<file path="src/rtl/control_sequencer.sv">
// -----------------------------------------------------------------------------
// control_sequencer
//
// Microprogram sequencer for the control unit. Holds the current control state
// (which doubles as the microstore address) and selects the next one each
// cycle from the microword's next-state select, the memory handshake, the
// condition tester and the instruction encoder's dispatch target.
//
// Optional feature macro: SEQ_MOC_TIMEOUT_EN
//   defined   - a WAIT that sees no moc for TIMEOUT_CYCLES consecutive cycles
//               aborts to FETCH_STATE and pulses bus_err.
//   undefined - WAIT holds until moc; bus_err is tied low and no wait counter
//               exists.
//
// Parameters:
//   FETCH_STATE     first state of the fetch microroutine
//   EXEC_MIN        lowest legal dispatch target (inclusive, unsigned)
//   EXEC_MAX        highest legal dispatch target (inclusive, unsigned)
//   TIMEOUT_CYCLES  wait cycles tolerated before a bus error (1..15)
//
// Ports:
//   clk           in   1  rising-edge clock
//   reset_n       in   1  asynchronous active-low reset
//   state_number  in  10  dispatch target from the encoder
//   nsel          in   2  next-state select: 00 INC, 01 DISPATCH, 10 JUMP,
//                         11 WAIT
//   cr_addr       in  10  jump target from the microstore
//   cond_pass     in   1  condition tester result (used on DISPATCH only)
//   moc           in   1  memory operation complete
//   state         out 10  current state / microstore address (registered)
//   mem_stall     out  1  combinational: nsel==WAIT && !moc
//   illegal       out  1  registered pulse on a rejected dispatch
//   bus_err       out  1  registered pulse on a wait timeout
//   instr_cnt     out 16  accepted dispatch count, wraps (registered)
// -----------------------------------------------------------------------------
module control_sequencer #(
  parameter logic [9:0]  FETCH_STATE    = 10'd1,
  parameter logic [9:0]  EXEC_MIN       = 10'd20,
  parameter logic [9:0]  EXEC_MAX       = 10'd39,
  parameter int unsigned TIMEOUT_CYCLES = 15
) (
  input  logic        clk,
  input  logic        reset_n,
  input  logic [9:0]  state_number,
  input  logic [1:0]  nsel,
  input  logic [9:0]  cr_addr,
  input  logic        cond_pass,
  input  logic        moc,
  output logic [9:0]  state,
  output logic        mem_stall,
  output logic        illegal,
  output logic        bus_err,
  output logic [15:0] instr_cnt
);

  typedef enum logic [1:0] {
    NSEL_INC      = 2'b00,
    NSEL_DISPATCH = 2'b01,
    NSEL_JUMP     = 2'b10,
    NSEL_WAIT     = 2'b11
  } nsel_e;

  nsel_e sel;
  assign sel = nsel_e'(nsel);

  // Registered state and its next-state values.
  logic [9:0]  state_q,     state_d;
  logic        illegal_q,   illegal_d;
  logic [15:0] instr_cnt_q, instr_cnt_d;

  // Qualifiers used by the next-state logic.
  logic        in_state_zero;
  logic        dispatch_in_range;
  logic        waiting;          // WAIT microword with memory not yet done

  assign in_state_zero     = (state_q == 10'd0);
  assign dispatch_in_range = (state_number >= EXEC_MIN) && (state_number <= EXEC_MAX);
  assign waiting           = !in_state_zero && (sel == NSEL_WAIT) && !moc;

  // The stall flag is a pure function of the current microword and handshake,
  // so the datapath can freeze in the same cycle.
  assign mem_stall = (sel == NSEL_WAIT) && !moc;

`ifdef SEQ_MOC_TIMEOUT_EN
  localparam logic [3:0] TIMEOUT_LIMIT = 4'(TIMEOUT_CYCLES);

  logic [3:0] wait_cnt_q, wait_cnt_d;
  logic       bus_err_q,  bus_err_d;
  logic       timeout_hit;

  // The counter value tested here is the count of wait cycles already spent,
  // so the abort happens on the edge after TIMEOUT_CYCLES stalled cycles. A
  // moc on that edge clears `waiting` and therefore wins over the timeout.
  assign timeout_hit = waiting && (wait_cnt_q >= TIMEOUT_LIMIT);

  always_comb begin
    wait_cnt_d = 4'd0;
    bus_err_d  = timeout_hit;
    if (waiting && !timeout_hit) begin
      wait_cnt_d = (wait_cnt_q == 4'hF) ? 4'hF : wait_cnt_q + 4'd1;
    end
  end

  assign bus_err = bus_err_q;
`else
  assign bus_err = 1'b0;
`endif

  // Next-state selection.
  // NOTE: every signal assigned in this block gets a default first, so no path
  // leaves one unassigned and no latch is inferred.
  always_comb begin
    state_d     = state_q;
    illegal_d   = 1'b0;
    instr_cnt_d = instr_cnt_q;

    if (in_state_zero) begin
      // State 0 is the post-reset / post-wrap landing state; the microword
      // there is not trusted, so always enter fetch.
      state_d = FETCH_STATE;
    end else begin
      unique case (sel)
        NSEL_INC: begin
          state_d = state_q + 10'd1;     // 10-bit add wraps 1023 -> 0
        end
        NSEL_DISPATCH: begin
          if (!cond_pass) begin
            state_d = FETCH_STATE;
          end else if (dispatch_in_range) begin
            state_d     = state_number;
            instr_cnt_d = instr_cnt_q + 16'd1;
          end else begin
            state_d   = FETCH_STATE;
            illegal_d = 1'b1;
          end
        end
        NSEL_JUMP: begin
          state_d = cr_addr;
        end
        NSEL_WAIT: begin
          if (moc) begin
            state_d = state_q + 10'd1;
          end
`ifdef SEQ_MOC_TIMEOUT_EN
          else if (timeout_hit) begin
            state_d = FETCH_STATE;
          end
`endif
          else begin
            state_d = state_q;
          end
        end
      endcase
    end
  end

  // NOTE: sequential state uses non-blocking assignments so every register
  // samples the pre-edge values regardless of statement order.
  always_ff @(posedge clk or negedge reset_n) begin
    if (!reset_n) begin
      state_q     <= 10'd0;
      illegal_q   <= 1'b0;
      instr_cnt_q <= 16'd0;
`ifdef SEQ_MOC_TIMEOUT_EN
      wait_cnt_q  <= 4'd0;
      bus_err_q   <= 1'b0;
`endif
    end else begin
      state_q     <= state_d;
      illegal_q   <= illegal_d;
      instr_cnt_q <= instr_cnt_d;
`ifdef SEQ_MOC_TIMEOUT_EN
      wait_cnt_q  <= wait_cnt_d;
      bus_err_q   <= bus_err_d;
`endif
    end
  end

  assign state     = state_q;
  assign illegal   = illegal_q;
  assign instr_cnt = instr_cnt_q;

`ifndef SYNTHESIS
  // Both error pulses coincide with the sequencer landing in fetch.
  a_illegal_to_fetch : assert property (@(posedge clk) disable iff (!reset_n)
    illegal |-> (state == FETCH_STATE));
  a_bus_err_to_fetch : assert property (@(posedge clk) disable iff (!reset_n)
    bus_err |-> (state == FETCH_STATE));
  a_timeout_range : assert property (@(posedge clk)
    (TIMEOUT_CYCLES >= 1) && (TIMEOUT_CYCLES <= 15));
`endif

endmodule

</file>
<file path="config.mk">
export PLATFORM = sky130hd
export DESIGN_NAME = control_sequencer
export DESIGN_NICKNAME = d
export VERILOG_FILES = /design/src/rtl/control_sequencer.sv
export SDC_FILE = /design/constraint.sdc
export NUM_CORES = 1
export LEC_CHECK = 0
export BUFFER_PORTS_ARGS = -buffer_cell sky130_fd_sc_hd__buf_4
export CORE_MARGIN = 3
export CORE_UTILIZATION = 45
export DETAILED_ROUTE_END_ITERATION = 6
export PLACE_DENSITY = 0.78
export SLEW_MARGIN = 20
export SYNTH_ARGS = -nofsm -noshare
export SYNTH_HDL_FRONTEND = slang
export SYNTH_SLANG_ARGS = --single-unit
</file>
<file path="constraint.sdc">
create_clock -name clk -period 1.6 [get_ports clk]
set_input_delay 0.32 -clock clk [delete_from_list [all_inputs] [get_ports clk]]
set_output_delay 0.32 -clock clk [all_outputs]
set_load 0.1 [all_outputs]
</file>
### After elaboration in Yosys (flattened, before gate mapping)

Index checks and enable logic that the tools add are counted.

* word-level logic and storage cells: 27
* input bits: 26
* flip-flop bits (word level): 27

* reduce and logical (&&, ||, !) cells: 6
* magnitude comparators: 2
* eq/ne operators: 4
* bitwise operators: 1
* add/subtract/negate cells: 2
* multiplexer cells: 9

Operator list (number)
* 10-bit two-way mux: 4
* 10-bit one-hot mux with 4 select lines: 1
* 16-bit by 1-bit adder with 16-bit output, second input constant: 1
* 10-bit by 1-bit adder with 10-bit output, second input constant: 1
* 10-bit by 5-bit greater-or-equal comparator with 1-bit output, second input constant: 1
* 10-bit by 6-bit less-or-equal comparator with 1-bit output, second input constant: 1
* 10-bit logical NOT: 1
* 2-bit equality test, second input constant: 2
* 1-bit two-way mux: 4
* 4-bit AND reduction: 1
* 3-bit != test, second input constant: 1
* 2-bit by 1-bit equality test with 1-bit output, second input constant: 1
* 1-bit logical AND: 2
* 2-bit logical NOT: 1
* 1-bit logical NOT: 1
* 1-bit inverter: 1

### Logic depth before layout (Yosys ltp)

* word-level depth: 6
* mapped depth: 8

### Worst setup path after synthesis

No wires, ideal clock.

* path type: register -> register
* start point: register state_q[0], in the netlist state[0]
* end point: register instr_cnt_q[12], in the netlist instr_cnt[12]
* arrival time: 2.254 ns
* required time: 1.437 ns
* period minus slack after synthesis: 2.417 ns
* cell stages (with the launch flop): 8
* path slack: -0.817 ns
* setup time: 0.163 ns
* path through: dfrtp_1 inv_1 ha_1 nor2b_1 nand4_1 nand4_2 nor4_2 xor2_1

* cells in the longest elaborated chain, start to end: 3

Ends and longest elaborated chain
* start: declaration: line 67 `logic [9:0] state_q, state_d;`
* start signal: assignment: line 169 `state_q <= state_d;`
* 10-bit logical NOT: line 76 `assign in_state_zero = (state_q == 10'd0);`
* 1-bit inverter (no source line)
* 4-bit AND reduction (no source line)
* end signal: assignment: line 171 `instr_cnt_q <= instr_cnt_d;`
* end: declaration: line 69 `logic [15:0] instr_cnt_q, instr_cnt_d;`

No other way between the ends.
A chain may end at the register's enable or synchronous reset.

### Final worst setup path

* start point: register state_q[0], in the netlist state[0]
* end point: register instr_cnt_q[13], in the netlist instr_cnt[13]

The elaborated chain is that of the path after synthesis.

==> run metrics <==
status complete, but fails checks; failing checks negative setup slack; CP Data Required Time around 1.8 ns; # DRC 0; area growth from synthesis to layout 68.43%; main flop type after synthesis dfrtp_1; largest net degree at the start of global routing 28; ys async rst share 1.000; Cells after Synth 178; share of the synthesized area in the top cell type 0.4138; GRT Resource Usage Total 0.2350; ANT nets after route 0; CTS sink cnt 27; Mapped Nets 210; port bufs 53; Hold Path Class in -> reg; Vias/cell ~5.5; critical-path cell list inv_4, ha_4, nor2b_4, nand4_1, buf_4, nand3_4, buf_12, nor4_4, xor2_1; antenna violations before repair 0; Cell Rows 21; Final Max Tran Viols 0; Net Sw Frac 0.4515; largest family of logic cells by synthesized area simple AND/OR/NAND/NOR gates; grt met1 use 0.2939; final setup fails 13; gr ovfl total 0; mux share of post-synthesis cell area 0.01303; Distinct cells, synth 42; crit path capture type register; Top delay family on crit path simple AND/OR/NAND/NOR gates; root buffer cell clkbuf_4; final RePlAce weighted congestion about 0.84; Area contributors post-synth dfrtp_1 41%, xor2_1 6.4%, ha_1 4.6%; Sequential Power Share 0.363; CP Launch Type register; CP bufs+invs 3; Peak Freq ~0.57 GHz; power share of the clock group 0.139; FF+latch count, synth 27; die area approximately 4400 µm²; filler instances roughly 250; VDD IR max 813.1 µV; placed cells roughly 310; starting DRC count in detailed routing between 90 and 100; CP max FO 8; minimum clock period around 1.8 ns; simple logic cell fraction of the synthesized area 0.2598; fin cells 324; unrepaired setup endpoints after global routing true; area leader, netlist dfrtp_1; Final period util 1.097; clock slew at reported path FFs 0.15 ns; DP Wirelength roughly 3600 µm; Worst Path Arrival 2.00 ns; delay of the slowest cell on the worst path 0.46 ns; vias in the first global route roughly 1,800; Final #Nets 311; Num CTS Buffers 3; busiest grt layer met2; Switching Power 989.1 µW; most common cell in the netlist dfrtp_1; slowest cell on the critical path dfrtp_4; Initial Utilization 0.4780; WL per Instance 15.86 µm; vias roughly 1,800; multi-input logic area 1097 µm²; Final WS setup -0.1551 ns; Die Ht approximately 66 µm; TritonRoute pass-1 iters 4; compound-gate portion of the synthesized area 0.1402; Post-Synth XOR/XNOR Area 0.08582; io pins 55; WL final between 5000 and 6000 µm; Cell Pwr Density approximately 800 nW/µm²; grt met3 use 0.02041; combinational share of power 0.498; skew final around 0.0015 ns; Post-synth EDFFs 0; Placed Area 2491 µm²; top post-synthesis cells by count 27 x dfrtp_1, 17 x nor2_1, 14 x nand2_1; diode count 0; CTS tree built; Seq/Total Area, Yosys 0.4138; synth warn 0; Synth Cell Area ~1600 µm²; Max H-tree Level 1; Leakage ~0.0014 µW; internal power between 1000 and 1500 µW; average size of a mapped cell between 9 and 10 µm²; Adder-Cell Fraction of Synth Area 0.04598; final hold slack roughly 0.24 ns; first-pass GRT wire length ~8000 µm; core area ~3400 µm²; Skew-Pair Late Insertion Delay 0.33 ns; maxcap violations 0; register area just over 700 µm²; GR Util met2 0.4201; Finished Cell Area ~2800 µm²; Die Width between 60 and 70 µm; layout cell share with drive strength beyond 1 0.5899; Final Hold Viols 0; Clock Tree Buf Depth 2; WS Path Type reg -> reg
power by group through the flow:
stage	clock (µW)	sequential [µW]	combinational [µW]
floorplan	0	1240	241
global placement	0	803	1030
detailed placement	0	804	1040
CTS	304	794	1050
global route	340	804	1150
finish	305	796	1090
per-stage QoR:
stage	utilization	TNS, ns	setup slack [ns]	total power, µW
finish	0.8051	-0.8911	-0.1551	2191
global placement	0.7293	-3.179	-0.2635	1831
CTS	0.7766	-0.6771	-0.09801	2152
floorplan	-	-3.063	-0.2757	1483
global route	0.8051	-1.905	-0.1985	2292
detailed placement	0.7293	-3.845	-0.3205	1843
kinds of logic (layout without fill, tap and decap cells):
| kind of cell | after synthesis | after routing |
|---|---|---|
| flip-flops | 27 | 27 |
| buffers and inverters | 16 | 116 |
| adder cells (fa/ha/maj) | 6 | 6 |
| multiplexers | 2 | 2 |
| AO/OA/AOI/OAI | 34 | 34 |
| other | 1 | 1 |
| XOR/XNOR | 16 | 16 |
| AND/OR/NAND/NOR | 76 | 76 |
metal layers:
metal,up-vias,share of wire,routed length [µm]
met3,8,0.040,205
met1,859,0.41,2093
li1,849,-,-
met5,-,0,0
met2,60,0.54,2772
met4,0,0.013,69
cell usage in the layout, fill, tap and decap left out, types with 3 or more instances in the layout:
cell,netlist,layout
a221oi_1,4,3
buf_4,1,95
ha_1,6,4
nor3_1,9,5
buf_6,0,3
nor4_4,0,4
o21ai_0,10,6
nor2_1,17,14
nor2_4,0,3
dfrtp_2,0,17
clkbuf_4,0,3
a21oi_1,6,6
nor3_2,0,3
nand3_1,10,8
nand4_1,6,6
o21ai_1,0,4
nand2_1,14,11
inv_1,11,9
xnor2_1,4,4
dfrtp_4,0,8
xor2_1,12,12
tightest hold or removal path, stage by stage:
cell and delay [ns]:
buf_4 0.08, a32oi_1 0.08, o21ai_1 0.07
worst paths after layout:
path                                           start                   endpoint  slack, ns  cells past startpoint
setup / recovery                state[0]$_DFFE_PN0P_  instr_cnt[13]$_DFFE_PN0P_      -0.16                      9
hold / removal                            cr_addr[9]       state[9]$_DFFE_PN0P_       0.24                      3
setup reg to reg                state[0]$_DFFE_PN0P_  instr_cnt[13]$_DFFE_PN0P_      -0.16                      9
hold reg to reg            instr_cnt[15]$_DFFE_PN0P_  instr_cnt[15]$_DFFE_PN0P_       0.48                      1
max in group asynchronous                    reset_n       state[0]$_DFFE_PN0P_       0.88                      2
min in group asynchronous                    reset_n   instr_cnt[4]$_DFFE_PN0P_       0.43                      2
state kept, by name, summed over array words and instances (netlist names):
signal / flops
illegal: 1
instr_cnt: 16
state: 10
area by class of cell:
class                   instances  area share
multi-input cells             135      0.3990
repair buffers                101      0.2898
clock inverters                 1    0.001820
clock buffers                   3    0.008189
well taps                      46     0.02093
inverters                      11     0.01592
flip-flops and latches         27      0.2643
timing repair:
item,4_1_cts,5_1_grt
gates resized for setup,16,17
hold buffers,1,0
buffers inserted,2,3
endpoints found under the setup margin,14,20
endpoints found under the hold margin,27,0
pin swaps,12,8
gates cloned,0,0
No activity file was read; power rests on OpenSTA's default activity.
